**src/rtl/load_store_unit_if.sv**
```systemverilog
// rtl/load_store_unit_if.sv - memory request/response bus between the load/store unit and memory
interface load_store_unit_if;
  logic        bus_req;
  logic        bus_we;
  logic [31:0] bus_addr;
  logic [31:0] bus_wdata;
  logic [3:0]  bus_be;
  logic        bus_ready;
  logic [31:0] bus_rdata;

  modport master (
    output bus_req, bus_we, bus_addr, bus_wdata, bus_be,
    input  bus_ready, bus_rdata
  );

  modport slave (
    input  bus_req, bus_we, bus_addr, bus_wdata, bus_be,
    output bus_ready, bus_rdata
  );
endinterface

```
**src/rtl/load_store_unit.sv**
```systemverilog
// rtl/load_store_unit.sv - byte/half/word load-store unit with bus timeout
module load_store_unit #(
  parameter int TIMEOUT = 16
) (
  input  logic                    clk,
  input  logic                    rst_n,
  input  logic                    mem_read,
  input  logic                    mem_write,
  input  logic [2:0]              funct3,
  input  logic [31:0]             addr,
  input  logic [31:0]             wdata,
  output logic                    stall,
  output logic [31:0]             load_data,
  output logic                    load_valid,
  output logic                    misaligned,
  output logic                    bus_error,
  load_store_unit_if.master       bus
);

  localparam logic [1:0] S_IDLE = 2'd0;
  localparam logic [1:0] S_REQ  = 2'd1;
  localparam logic [1:0] S_DONE = 2'd2;

  logic [1:0]  r_state;
  logic [7:0]  r_cnt;
  logic [31:0] r_bus_addr;
  logic [31:0] r_bus_wdata;
  logic [3:0]  r_bus_be;
  logic        r_bus_we;
  logic [2:0]  r_f3;
  logic [1:0]  r_off;
  logic        r_err;
  logic [31:0] r_load_data;

  logic        w_idle;
  logic        w_access;
  logic        w_size_ok;
  logic        w_aligned;
  logic        w_legal;
  logic        w_accept;
  logic [3:0]  w_be;
  logic [31:0] w_lanes;
  logic [31:0] w_shifted;
  logic [31:0] w_ext;
  logic        w_timeout;

  assign w_idle    = (r_state == S_IDLE);
  assign w_access  = mem_read | mem_write;
  assign w_legal   = (mem_read ^ mem_write) & w_size_ok & w_aligned;
  // rst_n gates the combinational outputs so they are quiet while reset is held
  assign w_accept  = rst_n & w_idle & w_access & w_legal;
  assign w_timeout = (r_cnt == 8'(TIMEOUT - 1));

  // Decode access size legality and alignment from funct3 and the low address bits
  always_comb begin
    w_size_ok = 1'b0;
    case (funct3)
      3'b000, 3'b001, 3'b010: w_size_ok = 1'b1;
      3'b100, 3'b101:         w_size_ok = mem_read;
      default:                w_size_ok = 1'b0;
    endcase
    w_aligned = 1'b1;
    case (funct3[1:0])
      2'b01:   w_aligned = ~addr[0];
      2'b10:   w_aligned = (addr[1:0] == 2'b00);
      default: w_aligned = 1'b1;
    endcase
  end

  // Byte enables and replicated store lanes for the incoming request
  always_comb begin
    w_be    = 4'b1111;
    w_lanes = wdata;
    case (funct3[1:0])
      2'b00: begin
        w_be    = 4'b0001 << addr[1:0];
        w_lanes = {4{wdata[7:0]}};
      end
      2'b01: begin
        w_be    = addr[1] ? 4'b1100 : 4'b0011;
        w_lanes = {2{wdata[15:0]}};
      end
      default: begin
        w_be    = 4'b1111;
        w_lanes = wdata;
      end
    endcase
  end

  // Move the addressed lane of the read data down to bit 0 and extend it
  always_comb begin
    w_shifted = bus.bus_rdata >> {r_off, 3'b000};
    w_ext     = w_shifted;
    case (r_f3[1:0])
      2'b00:   w_ext = {{24{~r_f3[2] & w_shifted[7]}}, w_shifted[7:0]};
      2'b01:   w_ext = {{16{~r_f3[2] & w_shifted[15]}}, w_shifted[15:0]};
      default: w_ext = w_shifted;
    endcase
  end

  // Request FSM: latch on accept, wait for ready or timeout, one DONE cycle
  always_ff @(posedge clk or negedge rst_n) begin
    if (!rst_n) begin
      r_state     <= S_IDLE;
      r_cnt       <= 8'd0;
      r_bus_addr  <= 32'd0;
      r_bus_wdata <= 32'd0;
      r_bus_be    <= 4'b0000;
      r_bus_we    <= 1'b0;
      r_f3        <= 3'd0;
      r_off       <= 2'd0;
      r_err       <= 1'b0;
      r_load_data <= 32'd0;
    end else begin
      case (r_state)
        S_IDLE: begin
          if (w_accept) begin
            r_state     <= S_REQ;
            r_cnt       <= 8'd0;
            r_bus_addr  <= {addr[31:2], 2'b00};
            r_bus_wdata <= w_lanes;
            r_bus_be    <= w_be;
            r_bus_we    <= mem_write;
            r_f3        <= funct3;
            r_off       <= addr[1:0];
            r_err       <= 1'b0;
          end
        end
        S_REQ: begin
          if (bus.bus_ready) begin
            r_state <= S_DONE;
            if (!r_bus_we) begin
              r_load_data <= w_ext;
            end
          end else if (w_timeout) begin
            r_state <= S_DONE;
            r_err   <= 1'b1;
          end else begin
            r_cnt <= r_cnt + 8'd1;
          end
        end
        S_DONE:  r_state <= S_IDLE;
        default: r_state <= S_IDLE;
      endcase
    end
  end

  assign bus.bus_req   = (r_state == S_REQ);
  assign bus.bus_we    = r_bus_we;
  assign bus.bus_addr  = r_bus_addr;
  assign bus.bus_wdata = r_bus_wdata;
  assign bus.bus_be    = r_bus_be;

  assign stall      = w_accept | (r_state == S_REQ);
  assign misaligned = rst_n & w_idle & w_access & ~w_legal;
  assign load_valid = (r_state == S_DONE) & ~r_bus_we & ~r_err;
  assign bus_error  = (r_state == S_DONE) & r_err;
  assign load_data  = r_load_data;

endmodule

```
**src/flat_wrapper.sv**
```systemverilog
// flat-port wrapper written by rule: the top's interface ports become plain ports
module load_store_unit_flat 
#(
  parameter int TIMEOUT = 16
)
  (clk, rst_n, mem_read, mem_write, funct3, addr, wdata, stall, load_data, load_valid, misaligned, bus_error, bus_bus_req, bus_bus_we, bus_bus_addr, bus_bus_wdata, bus_bus_be, bus_bus_ready, bus_bus_rdata);
  load_store_unit_if bus_i ();
  input  logic clk;
  input  logic rst_n;
  input  logic mem_read;
  input  logic mem_write;
  input  logic [2:0] funct3;
  input  logic [31:0] addr;
  input  logic [31:0] wdata;
  output logic stall;
  output logic [31:0] load_data;
  output logic load_valid;
  output logic misaligned;
  output logic bus_error;
  output wire logic [$bits(bus_i.bus_req)-1:0] bus_bus_req;
  output wire logic [$bits(bus_i.bus_we)-1:0] bus_bus_we;
  output wire logic [$bits(bus_i.bus_addr)-1:0] bus_bus_addr;
  output wire logic [$bits(bus_i.bus_wdata)-1:0] bus_bus_wdata;
  output wire logic [$bits(bus_i.bus_be)-1:0] bus_bus_be;
  input wire logic [$bits(bus_i.bus_ready)-1:0] bus_bus_ready;
  input wire logic [$bits(bus_i.bus_rdata)-1:0] bus_bus_rdata;
  assign bus_bus_req = bus_i.bus_req;
  assign bus_bus_we = bus_i.bus_we;
  assign bus_bus_addr = bus_i.bus_addr;
  assign bus_bus_wdata = bus_i.bus_wdata;
  assign bus_bus_be = bus_i.bus_be;
  assign bus_i.bus_ready = bus_bus_ready;
  assign bus_i.bus_rdata = bus_bus_rdata;
  load_store_unit #(.TIMEOUT(TIMEOUT)) u_core (.clk(clk), .rst_n(rst_n), .mem_read(mem_read), .mem_write(mem_write), .funct3(funct3), .addr(addr), .wdata(wdata), .stall(stall), .load_data(load_data), .load_valid(load_valid), .misaligned(misaligned), .bus_error(bus_error), .bus(bus_i));
endmodule
```
**config.mk**
```make
export PLATFORM = sky130hd
export DESIGN_NAME = load_store_unit_flat
export DESIGN_NICKNAME = d
export VERILOG_FILES = /design/src/rtl/load_store_unit_if.sv /design/src/rtl/load_store_unit.sv /design/src/flat_wrapper.sv
export SDC_FILE = /design/constraint.sdc
export NUM_CORES = 1
export LEC_CHECK = 0
export ABC_AREA = 1
export BUFFER_PORTS_ARGS = -buffer_cell sky130_fd_sc_hd__buf_2
export CAP_MARGIN = 30
export CORE_ASPECT_RATIO = 1.1
export CORE_UTILIZATION = 54
export CTS_CLUSTER_DIAMETER = 30
export DETAILED_ROUTE_END_ITERATION = 10
export PLACE_DENSITY = 0.91
export SLEW_MARGIN = 20
export SYNTH_ARGS = -nofsm -noshare
export SYNTH_HDL_FRONTEND = slang
export SYNTH_SLANG_ARGS = --single-unit
```
**constraint.sdc**
```tcl
create_clock -name clk -period 3.8 [get_ports clk]
set_input_delay 0.76 -clock clk [delete_from_list [all_inputs] [get_ports clk]]
set_output_delay 0.76 -clock clk [all_outputs]
set_load 0.005 [all_outputs]
```
Word level (Yosys, flattened, before mapping)
Index checks and enable logic that the tools add are counted.
{"block": "word_totals", "ff_bits": 115, "latchBits": 0, "ram_bits": 0, "romBits": 0, "in_bits": 104, "elab_cells": 78, "mem_count": 0}
{"block": "op_classes", "add_sub_neg": 1, "multipliers": 0, "div": 0, "magnitude_cmp": 0, "n_eq_ne": 15, "shifts": 2, "muxes": 18, "bitwise": 19, "reduce_logical": 13}
{"cell": "one-hot mux 32 bit (2 select lines)", "count": 2}
{"cell": ">> shifter 32 x 5 -> 32 bit", "count": 1}
{"cell": "two-way mux 8 bit", "count": 3}
{"cell": "one-hot mux 8 bit (2 select lines)", "count": 1}
{"cell": "bitwise AND 1 bit", "count": 11}
{"cell": "adder 8 x 1 -> 8 bit (second input constant)", "count": 1}
{"cell": "== test 8 x 4 -> 1 bit (second input constant)", "count": 1}
{"cell": "logical NOT 2 bit", "count": 4}
{"cell": "one-hot mux 4 bit (2 select lines)", "count": 1}
{"cell": "AND reduction 4 bit", "count": 2}
{"cell": "== test 2 x 1 -> 1 bit (second input constant)", "count": 3}
{"cell": "== test 3 bit (second input constant)", "count": 2}
{"cell": "two-way mux 2 bit", "count": 3}
{"cell": "!= test 2 bit (second input constant)", "count": 3}
{"cell": "one-hot mux 1 bit (2 select lines)", "count": 3}
{"cell": "inverter 1 bit", "count": 5}
{"cell": "== test 2 bit (second input constant)", "count": 2}
{"cell": "two-way mux 4 bit", "count": 1}
{"cell": "one-hot mux 2 bit (2 select lines)", "count": 1}
{"cell": "AND reduction 2 bit", "count": 2}
{"cell": "left shift 1 x 2 -> 4 bit (first input constant)", "count": 1}
{"cell": "== test 3 x 1 -> 1 bit (second input constant)", "count": 1}
{"cell": "== test 3 x 2 -> 1 bit (second input constant)", "count": 1}
{"cell": "logical NOT 3 bit", "count": 1}
{"cell": "9 further kinds", "count": 12}

Depth between registers and ports, before layout
Gate-level depths: netlist (run 1).
{"block": "logic_depth", "depth_word": 8, "depth_mapped": 11}

Least setup slack after synthesis (run 1)
No wires, ideal clock.
{"block": "synth_path", "path_kind": "input-to-output", "startpoint": "in funct3[0]", "endpoint": "out stall", "arrival_time_ns": 1.743, "t_required_ns": 3.040, "slack_ns": 1.297, "path_stages": 10, "path_buffers": 2, "cell_sequence": "inv_1 -> ha_1 -> inv_2 -> nand2_2 -> nor2_1 -> nor2_1 -> nand3_2 -> buf_6 -> buf_4 -> nand2_1"}
{"block": "synth_via", "elab_chain_len": 7, "word_cells_on_any_way": 15, "cone_classes": "eq/ne (6); mux (2); bitwise (4); reduce/logical (3)"}
{"item": "start, declared", "line": "flat_wrapper.sv:12", "source": "input logic [2:0] funct3;"}
{"item": "== test 3 x 1 -> 1 bit (tied with other cells)", "line": "load_store_unit.sv:57", "source": "case (funct3)"}
{"item": "OR reduction 3 bit or OR reduction 2 bit (tied branches)", "line": "load_store_unit.sv:57"}
{"item": "one-hot mux 1 bit (2 select lines)", "line": "load_store_unit.sv:57"}
{"item": "bitwise AND 1 bit", "line": "load_store_unit.sv:49", "source": "assign w_legal = (mem_read ^ mem_write) & w_size_ok & w_aligned;"}
{"item": "bitwise AND 1 bit (*)", "line": "load_store_unit.sv:49"}
{"item": "bitwise AND 1 bit (*)", "line": "load_store_unit.sv:51", "source": "assign w_accept = rst_n & w_idle & w_access & w_legal;"}
{"item": "bitwise OR 1 bit (*)", "line": "load_store_unit.sv:154", "source": "assign stall = w_accept | (r_state == S_REQ);"}
{"item": "end, declared", "line": "flat_wrapper.sv:15", "source": "output logic stall;"}
Mark *: on every way between the ends. The rest lies on a longest branch, timed or not.

Final worst setup path (run 1)
{"block": "layout_path", "startpoint": "in funct3[1]", "endpoint": "out stall"}
Same word-level chain as after synthesis.

==> results of run 1 <==
-- state kept, by name (all words and copies together), names as in the netlist --
register,count
u_core.bus.bus_addr,30
u_core.bus.bus_be,4
u_core.bus.bus_wdata,32
u_core.bus.bus_we,1
u_core.load_data,32
u_core.r_cnt,8
u_core.r_err,1
u_core.r_f3,3
u_core.r_off,2
u_core.r_state,2
-- worst register-to-register path: stages, from the launching register on --
cell and delay (ns):
dfrtp_1 0.54, inv_1 0.57, nand3_1 0.23, nand3_2 0.34, nand2_1 0.09, inv_1 0.22, nand2_1 0.10, nand2_1 0.07
inv_1 0.04
-- kinds of logic (layout without fill, tap and decap cells) --
logic type	Yosys count	in the layout	synth area share, %
AOI/OAI and AO/OA	140	140	12.6
xor gates and xnor gates	1	1	0.150
adders and majority gates	5	5	1.07
buffers and inverters	134	336	10.4
DFF	115	115	49.2
other	1	2	0.0641
and+or+nand+nor	363	363	26.5
-- layout by cell type, fill, tap and decap left out, types with 4 or more instances in the layout --
master     instances
dfrtp_1          115
or2_2              9
clkbuf_16         17
o211ai_1           7
nand2_1          231
nor2_1            37
ha_1               5
a31oi_1            7
o21ai_0           12
a21oi_1           36
inv_2              8
inv_1             84
buf_4              4
clkbuf_8           5
bufinv_16          5
o21ai_1           73
buf_2            206
nand3_1           57
or2_1              7
or2_0              7
-- metal layers --
| metal | vias up | global-route usage [%] |
|---|---|---|
| met1 | 2641 | 35.9 |
| met5 | - | 0 |
| li1 | 2783 | - |
| met3 | 33 | 9.21 |
| met2 | 323 | 49.3 |
| met4 | 0 | 13.7 |
-- power by group --
| part | internal [uW] | leakage (uW) | total (uW) | switching (uW) |
|---|---|---|---|---|
| clock network | 1250 | 0.000323 | 1800 | 549 |
| logic | 669 | 0.00249 | 1510 | 843 |
| registers | 1660 | 0.00145 | 1930 | 271 |
| total | 3580 | 0.00426 | 5240 | 1660 |
-- through the flow --
stage	total power (uW)	cell area (um2)	std cells	hold slack, ns
2_1_floorplan	2740	5850	760	0.459
3_3_place_gp	3360	6870	1073	0.459
3_5_place_dp	3430	6870	1073	0.472
4_1_cts	5250	7540	1105	0.484
5_1_grt	5560	7540	1105	0.505
6_report	5240	7540	1105	0.481
-- path summary, 6_finish.rpt --
check | endpoint | slack, ns | from | depth (start not counted)
min in group clk | u_core.load_data[5] | 0.48 | u_core.load_data[5] | 2
max reg2reg | u_core.load_data[9] | 1.49 | u_core.r_off[1] | 8
max | stall | 0.69 | funct3[1] | 10
min reg2reg | u_core.load_data[5] | 0.48 | u_core.load_data[5] | 2
max in group asynchronous | u_core.bus.bus_wdata[27] | 2.01 | rst_n | 3
min | u_core.bus.bus_be[0] | 0.48 | rst_n | 2
-- area by class of cell --
type,count,share of cell area (%)
flip-flops and latches,115,38.2
multi-input cells,511,31.6
repair buffers,211,14.3
clock buffers,24,6.66
inverters,93,4.63
well taps,143,2.37
clock inverters,8,2.26
==> results.yml, run 1 <==
detailed_routing:
  wl_met1_um: 6360
  wl_met3_um: 1470
  remaining_drc_errors: 0
  vias: 5780
  antenna_left: 0
  first_pass_iters: 6
  top_layer_used: "met4"
  wl_per_cell_um: 14.6
  wl_met2_um: 7890
  avgViaCountPerCell: 5.23
  totalWireLength_um: 16200
  drt_iter0_markers: 427
worst_setup_path:
  slowest_delay_ns: 0.40
  path_buf_inv: 4
  cp-end-kind: "output port"
  worstPathCellList: "buf_2, inv_1, ha_1, inv_2, nand2_2, nor2_1, nor2_1, nand3_4, nand2_1, buf_2"
  required_ns: 3.04
  worst_setup_path_start_kind: "input pin"
  cp_top_family: "simple AND/OR/NAND/NOR gates"
  cp.arrival_ns: 2.35
  path_max_fanout: 18
  path_class: "in2out"
  cpMaxStageDelayCell: "ha_1"
global_route:
  grt_max_degree: 155
  grt_pass1_vias: 5599
  grt_pass1_wl_um: 26000
  grtUsageTotal_pct: 30.1
  antenna_found_initial: 0
  grt_overflow: 0
logic_synthesis:
  synth.area.top_cells: "dfrtp_1, nand2_1, o21ai_1"
  syn_inst: 759
  synth_top_area_share_pct: 49.2
  synth_commonest_cells: "nand2_1, dfrtp_1, inv_1, o21ai_1, nand3_1"
  ys_types: 32
  ys_warn_count: 0
  synth_top_cell_by_area: "dfrtp_1"
  synth-edff-count: 0
  ys_seq_elements: 115
  synth-async-reset-ratio_pct: 100
  synthFlopType: "dfrtp_1"
  yosysMostFrequentCell: "nand2_1"
  seq_area_frac_synth_pct: 49.2
  synth_area_um2: 5850
  postSynthAreaPerCell_um2: 7.71
finish:
  areaGrowthSynthToFinish_pct: 28.8
  fillers: 854
  fin_util_pct: 72.2
  multi_input_area_um2: 2380
  ff_latch_area_um2: 2880
  num-nets-final: 1058
  drive_gt1_share_pct: 27.9
  antenna_cells: 0
clock_tree:
  cts_htree_levels: 4
  clock_latency_ns: 0.41
  cts_buffers: 17
  cts.clk_slew.worst_paths_ns: 0.05
  post_cts_buffers: 0
  cts_root_buffer: "clkbuf_16"
  cts_hold_buf: 0
  cts_tree: "done"
  cts.sinks: 115
  clock_path_buffers: 2
  cts_resized: 0
sta:
  fmax_mhz: 322
  fin_ws_ns: 0.695
  finalCritPeriodShare_pct: 81.7
  finalClockSkew_ns: 0.00648
  fin_crit_ns: 3.11
  setup_viol: 0
  finalHoldViolations: 0
  rsz0062_at_grt: "false"
  slew_headroom_pct: 41.6
  tightest_slew_ns: 0.876
  maxSlewViolCount: 0
  fin_tns_setup_ns: 0
place:
  post-place-ws_ns: 0.734
  io_buffers: 207
  gp_congestion: 0.936
  hpwl_um: 11300
floorplanning:
  num_rows: 39
  die_x_um: 101
  die_h_um: 111
  initial_core_util_pct: 56.0
  die_area_um2: 11300
  ios: 210
  core_um2: 10400
job:
  cap_violations: 0
power:
  leakagePower_uw: 0.00426
  ir_drop_mv: 0.400
  powerDensity_nw_per_um2: 696
outcome:
  outcome: "completed"
hold_path:
  hp-class: "in2async"
Power figures use the tool's default switching activity.
==> inputs of run 2 (changes only) <==
--- a/config.mk
+++ b/config.mk
@@ -9,10 +9,10 @@
 export BUFFER_PORTS_ARGS = -buffer_cell sky130_fd_sc_hd__buf_2
 export CAP_MARGIN = 30
 export CORE_ASPECT_RATIO = 1.1
-export CORE_UTILIZATION = 54
+export CORE_UTILIZATION = 45
 export CTS_CLUSTER_DIAMETER = 30
 export DETAILED_ROUTE_END_ITERATION = 10
-export PLACE_DENSITY = 0.91
+export PLACE_DENSITY = 0.81
 export SLEW_MARGIN = 20
 export SYNTH_ARGS = -nofsm -noshare
 export SYNTH_HDL_FRONTEND = slang
==> constraint.sdc (replaced) <==
create_clock -name clk -period 2.6 [get_ports clk]
set_input_delay 0.52 -clock clk [delete_from_list [all_inputs] [get_ports clk]]
set_output_delay 0.52 -clock clk [all_outputs]
set_load 0.005 [all_outputs]
==> results.yml, run 2 (same netlist as run 1, synthesis figures left out) <==
clock_tree:
  clock_latency_ns: 0.41
  cts_buffers: 17
  cts_hold_buf: 0
  clock_path_buffers: 2
  cts.sinks: 115
  post_cts_buffers: 0
  cts_tree: "done"
  cts_htree_levels: 4
  cts_resized: 0
  cts_root_buffer: "clkbuf_16"
  cts.clk_slew.worst_paths_ns: 0.05
global_route:
  antenna_found_initial: 1
  grt_pass1_vias: 5311
  grtUsageTotal_pct: 24.6
  grt_max_degree: 116
  grt_pass1_wl_um: 25800
  grt_overflow: 0
sta:
  rsz0062_at_grt: "false"
  setup_viol: 0
  finalCritPeriodShare_pct: 86.5
  fin_crit_ns: 2.25
  tightest_slew_ns: 0.658
  holdWs_ns: 0.210
  finalClockSkew_ns: 0.00342
  fin_tns_setup_ns: 0
  slew_headroom_pct: 56.1
  finalHoldViolations: 0
  fmax_mhz: 444
  maxSlewViolCount: 0
finish:
  num-nets-final: 1067
  layout_commonest_cell: "nand2_1"
  areaGrowthSynthToFinish_pct: 29.6
  final_cell_mix: "nand2_1, buf_2, dfrtp_1"
  drive_gt1_share_pct: 28.4
  antenna_cells: 0
power:
  ir_drop_mv: 0.499
  powerDensity_nw_per_um2: 982
  leakagePower_uw: 0.00428
job:
  cap_violations: 0
hold_path:
  hp-class: "in2async"
floorplanning:
  initial_core_util_pct: 46.3
  ios: 210
  core_um2: 12600
  die_x_um: 111
  num_rows: 43
  die_h_um: 122
  die_area_um2: 13500
detailed_routing:
  wl_per_cell_um: 13.9
  drt_iter0_markers: 488
  first_pass_iters: 5
  remaining_drc_errors: 0
  vias: 5631
  antenna_left: 0
  totalWireLength_um: 15700
  avgViaCountPerCell: 4.99
outcome:
  outcome: "completed"
worst_setup_path:
  cp.arrival_ns: 1.73
  cp-end-kind: "output port"
  worst_setup_path_start_kind: "input pin"
  regToRegSetupSlack_ns: 0.88
  required_ns: 2.08
  path_class: "in2out"
  path_max_fanout: 8
place:
  gp_congestion: 0.923
  hpwl_um: 11300
  io_buffers: 207
==> run 2: final timing paths <==
kind                                     startpoint                      end  cells after the start
worst max register to register      u_core.r_off[0]     u_core.load_data[20]                      8
worst min register to register  u_core.load_data[0]      u_core.load_data[0]                      2
min in group clk                           addr[22]  u_core.bus.bus_addr[22]                      3
worst max-delay path                      funct3[1]                    stall                     10
max in group asynchronous                     rst_n   u_core.bus.bus_addr[4]                      2
worst min-delay path                          rst_n      u_core.load_data[1]                      2
==> run 2: critical path: stages <==
cell and delay [ns]:
buf_2 0.11, inv_1 0.09, ha_1 0.23, inv_2 0.06
nand2_2 0.08, nor2_1 0.05, nor2_1 0.19, nand3_4 0.17
nand2_1 0.11, buf_2 0.12
==> run 2: stage by stage <==
stage	power, uW	cell area [um2]	utilization [%]	worst slack [ns]	cells
floorplan	4000	5850	-	0.577	760
global placement	4970	6960	55.1	0.405	1096
detailed placement	5040	6960	55.1	0.335	1096
CTS	7510	7580	60.0	0.307	1128
global route	7970	7580	60.0	0.190	1128
finish	7450	7580	60.0	0.350	1128
==> run 2: layout make-up <==
cell class | instances | area, um2
fill | 1142 | 5060
sequential | 115 | 2880
multi-input combinational | 511 | 2380
timing repair buffer | 220 | 1160
clock buffer | 22 | 464
inverter | 93 | 349
tap | 157 | 196
clock inverter | 10 | 155
==> run 2: routing by layer <==
metal  vias to the layer above  share of wire (%)  GRT usage [%]
met1                      2536                 42           30.5
li1                       2803                  -              -
met3                        40                7.1           6.12
met5                         -                  0              0
met2                       252                 48           40.3
met4                         0                2.9           12.0
==> run 2: power by group <==
part | switching [uW] | internal, uW
logic | 1210 | 1010
clock network | 789 | 1650
registers | 367 | 2430
==> inputs of run 3 (changes only) <==
--- a/config.mk
+++ b/config.mk
@@ -5,15 +5,15 @@
 export SDC_FILE = /design/constraint.sdc
 export NUM_CORES = 1
 export LEC_CHECK = 0
-export ABC_AREA = 1
 export BUFFER_PORTS_ARGS = -buffer_cell sky130_fd_sc_hd__buf_2
 export CAP_MARGIN = 30
 export CORE_ASPECT_RATIO = 1.1
-export CORE_UTILIZATION = 45
+export CORE_UTILIZATION = 54
 export CTS_CLUSTER_DIAMETER = 30
 export DETAILED_ROUTE_END_ITERATION = 10
-export PLACE_DENSITY = 0.81
+export PLACE_DENSITY = 0.91
 export SLEW_MARGIN = 20
 export SYNTH_ARGS = -nofsm -noshare
 export SYNTH_HDL_FRONTEND = slang
 export SYNTH_SLANG_ARGS = --single-unit
+export TNS_END_PERCENT = 10
==> constraint.sdc (replaced) <==
create_clock -name clk -period 2.85 [get_ports clk]
set_input_delay 0.57 -clock clk [delete_from_list [all_inputs] [get_ports clk]]
set_output_delay 0.57 -clock clk [all_outputs]
set_load 0.005 [all_outputs]
==> results.yml, run 3 <==
logic_synthesis:
  synth_xor_area_share_pct: 0.451
  synth_top_cell_by_area: "dfrtp_1"
  synth-edff-count: 0
  yosys.area_share.simple_pct: 9.95
  ys_seq_elements: 115
  synthFlopType: "dfrtp_1"
  seq_area_frac_synth_pct: 49.4
  ys_warn_count: 0
  synthMuxAreaShare_pct: 24.7
  synth_top_family_by_area: "multiplexers"
  synth.area.top_cells: "dfrtp_1, mux2_4, mux2_2"
  synth_top_area_share_pct: 49.4
  synth_commonest_cells: "dfrtp_1, mux2_4, nor2_1, nand2_1, mux2_2"
  syn_inst: 459
  yosys.area_share.adder_pct: 1.07
  yosysMostFrequentCell: "dfrtp_1"
  synth-async-reset-ratio_pct: 100
  synth_compound_area_share_pct: 10.2
  ys_types: 54
  postSynthAreaPerCell_um2: 12.7
  synth_area_um2: 5820
clock_tree:
  clock_latency_ns: 0.40
  cts.sinks: 115
  cts_hold_buf: 0
  clock_path_buffers: 2
  cts.clk_slew.worst_paths_ns: 0.05
  cts_htree_levels: 4
  cts_buffers: 17
  post_cts_buffers: 0
  cts_root_buffer: "clkbuf_16"
  cts_resized: 0
  cts_tree: "done"
sta:
  fmax_mhz: 405
  fin_tns_setup_ns: 0
  fin_crit_ns: 2.47
  finalCritPeriodShare_pct: 86.6
  maxSlewViolCount: 0
  rsz0062_at_grt: "false"
  tightest_slew_ns: 0.737
  finalHoldViolations: 0
  finalClockSkew_ns: 0.00768
  slew_headroom_pct: 50.9
  holdWs_ns: 0.353
  setup_viol: 0
detailed_routing:
  wl_per_cell_um: 18.1
  avgViaCountPerCell: 5.61
  totalWireLength_um: 15000
  antenna_left: 0
  vias: 4630
  first_pass_iters: 5
  drt_iter0_markers: 167
  remaining_drc_errors: 0
global_route:
  grt_pass1_vias: 4706
  grt_pass1_wl_um: 23600
  grt_max_degree: 59
  antenna_found_initial: 2
  grt_overflow: 0
  grtUsageTotal_pct: 27.8
worst_setup_path:
  slowest_delay_ns: 0.39
  r2r_start: "u_core.r_off[1]"
  path_max_fanout: 3
  worst_setup_path_start_kind: "input pin"
  worstPathCellList: "buf_2, inv_1, ha_1, inv_1, o311ai_1, nand4_1, nand2_1, buf_2"
  cp.arrival_ns: 1.90
  path_buf_inv: 4
  required_ns: 2.28
  cp-end-kind: "output port"
  cpMaxStageDelayCell: "o311ai_1"
  cp_top_family: "compound AO/OA/AOI/OAI gates"
  ff2ff_path_depth: 4
  path_class: "in2out"
  rr_endpoint: "u_core.load_data[14]"
  regToRegSetupSlack_ns: 0.89
place:
  post-place-cells: 793
  io_buffers: 207
  gp_congestion: 0.878
  hpwl_um: 10700
finish:
  layout_commonest_cell: "buf_2"
  fillers: 734
  drive_gt1_share_pct: 50.6
  num-nets-final: 778
  instances_no_fill: 826
  areaGrowthSynthToFinish_pct: 30.3
  final_cell_mix: "buf_2, dfrtp_1, mux2_4"
floorplanning:
  die_h_um: 111
  die_area_um2: 11200
  die_x_um: 101
  ios: 210
  core_um2: 10400
  initial_core_util_pct: 55.8
  num_rows: 39
power:
  leakagePower_uw: 0.00378
  ir_drop_mv: 0.511
  powerDensity_nw_per_um2: 982
outcome:
  outcome: "completed"
job:
  cap_violations: 0
hold_path:
  hp-class: "in2async"
==> run 3: cell count changes after synthesis, sizes merged, moves of 8 or more <==
cell | previous run | this run
a21oi | 36 | 17
a22o | 0 | 9
a22oi | 0 | 8
and2 | 0 | 15
buf | 30 | 22
inv | 92 | 8
mux2 | 0 | 89
mux2i | 0 | 16
nand2 | 235 | 21
nand3 | 61 | 3
nor2b | 0 | 9
o21ai | 85 | 9
o22a | 0 | 16
or2 | 23 | 1
==> run 3: where the power goes <==
group	internal (uW)	total, uW	switching [uW]
Clock	1470	2240	767
Combinational	1420	2460	1040
Sequential	2320	2750	434
Total	5210	7450	2240
==> run 3: through the flow <==
stage | setup WS [ns] | total power, uW | util (%) | instance area (um2)
4_1_cts | 0.392 | 7500 | 72.7 | 7590
6_report | 0.383 | 7450 | 72.7 | 7590
3_3_place_gp | 0.397 | 5080 | 66.6 | 6960
2_1_floorplan | 0.622 | 4150 | - | 5830
5_1_grt | 0.301 | 7830 | 72.7 | 7590
3_5_place_dp | 0.296 | 5230 | 66.6 | 6960
==> run 3: logic make-up (layout without fill, tap and decap cells) <==
group / Yosys count / in the layout
XOR/XNOR: 3 / 3
multiplexers: 107 / 107
adder cells (fa/ha/maj): 5 / 5
AO/OA/AOI/OAI: 81 / 81
buffers and inverters: 39 / 261
other: 1 / 3
AND/OR/NAND/NOR: 108 / 108
flip-flops: 115 / 115
==> run 3: how the worst max path moves through the flow <==
| stage | start | endpoint | slack (ns) | depth (start not counted) |
|---|---|---|---|---|
| after floorplan | funct3[1] | stall | 0.62 | 8 |
| after global placement | funct3[0] | u_core.bus.bus_wdata[8] | 0.40 | 8 |
| after detailed placement | funct3[0] | u_core.bus.bus_wdata[8] | 0.30 | 8 |
| after CTS | funct3[0] | stall | 0.39 | 8 |
| after global routing | funct3[0] | stall | 0.30 | 8 |
| final | funct3[0] | stall | 0.38 | 8 |
==> run 3: layout make-up <==
| type | count | area, um2 | area share (%) |
|---|---|---|---|
| clock inverters | 15 | 206 | 2.72 |
| flip-flops and latches | 115 | 2880 | 37.9 |
| well taps | 143 | 179 | 2.36 |
| multi-input cells | 306 | 2710 | 35.7 |
| diodes | 1 | 2.50 | 0.0330 |
| inverters | 8 | 30.0 | 0.396 |
| clock buffers | 17 | 425 | 5.61 |
| repair buffers | 221 | 1160 | 15.2 |
==> run 3: metal layers <==
metal	up-vias	track usage [%]	share of wire, %
met5	-	0	0.087
met2	216	47.4	51
li1	2073	-	-
met4	2	12.6	2.9
met1	2303	32.6	39
met3	36	7.25	6.9
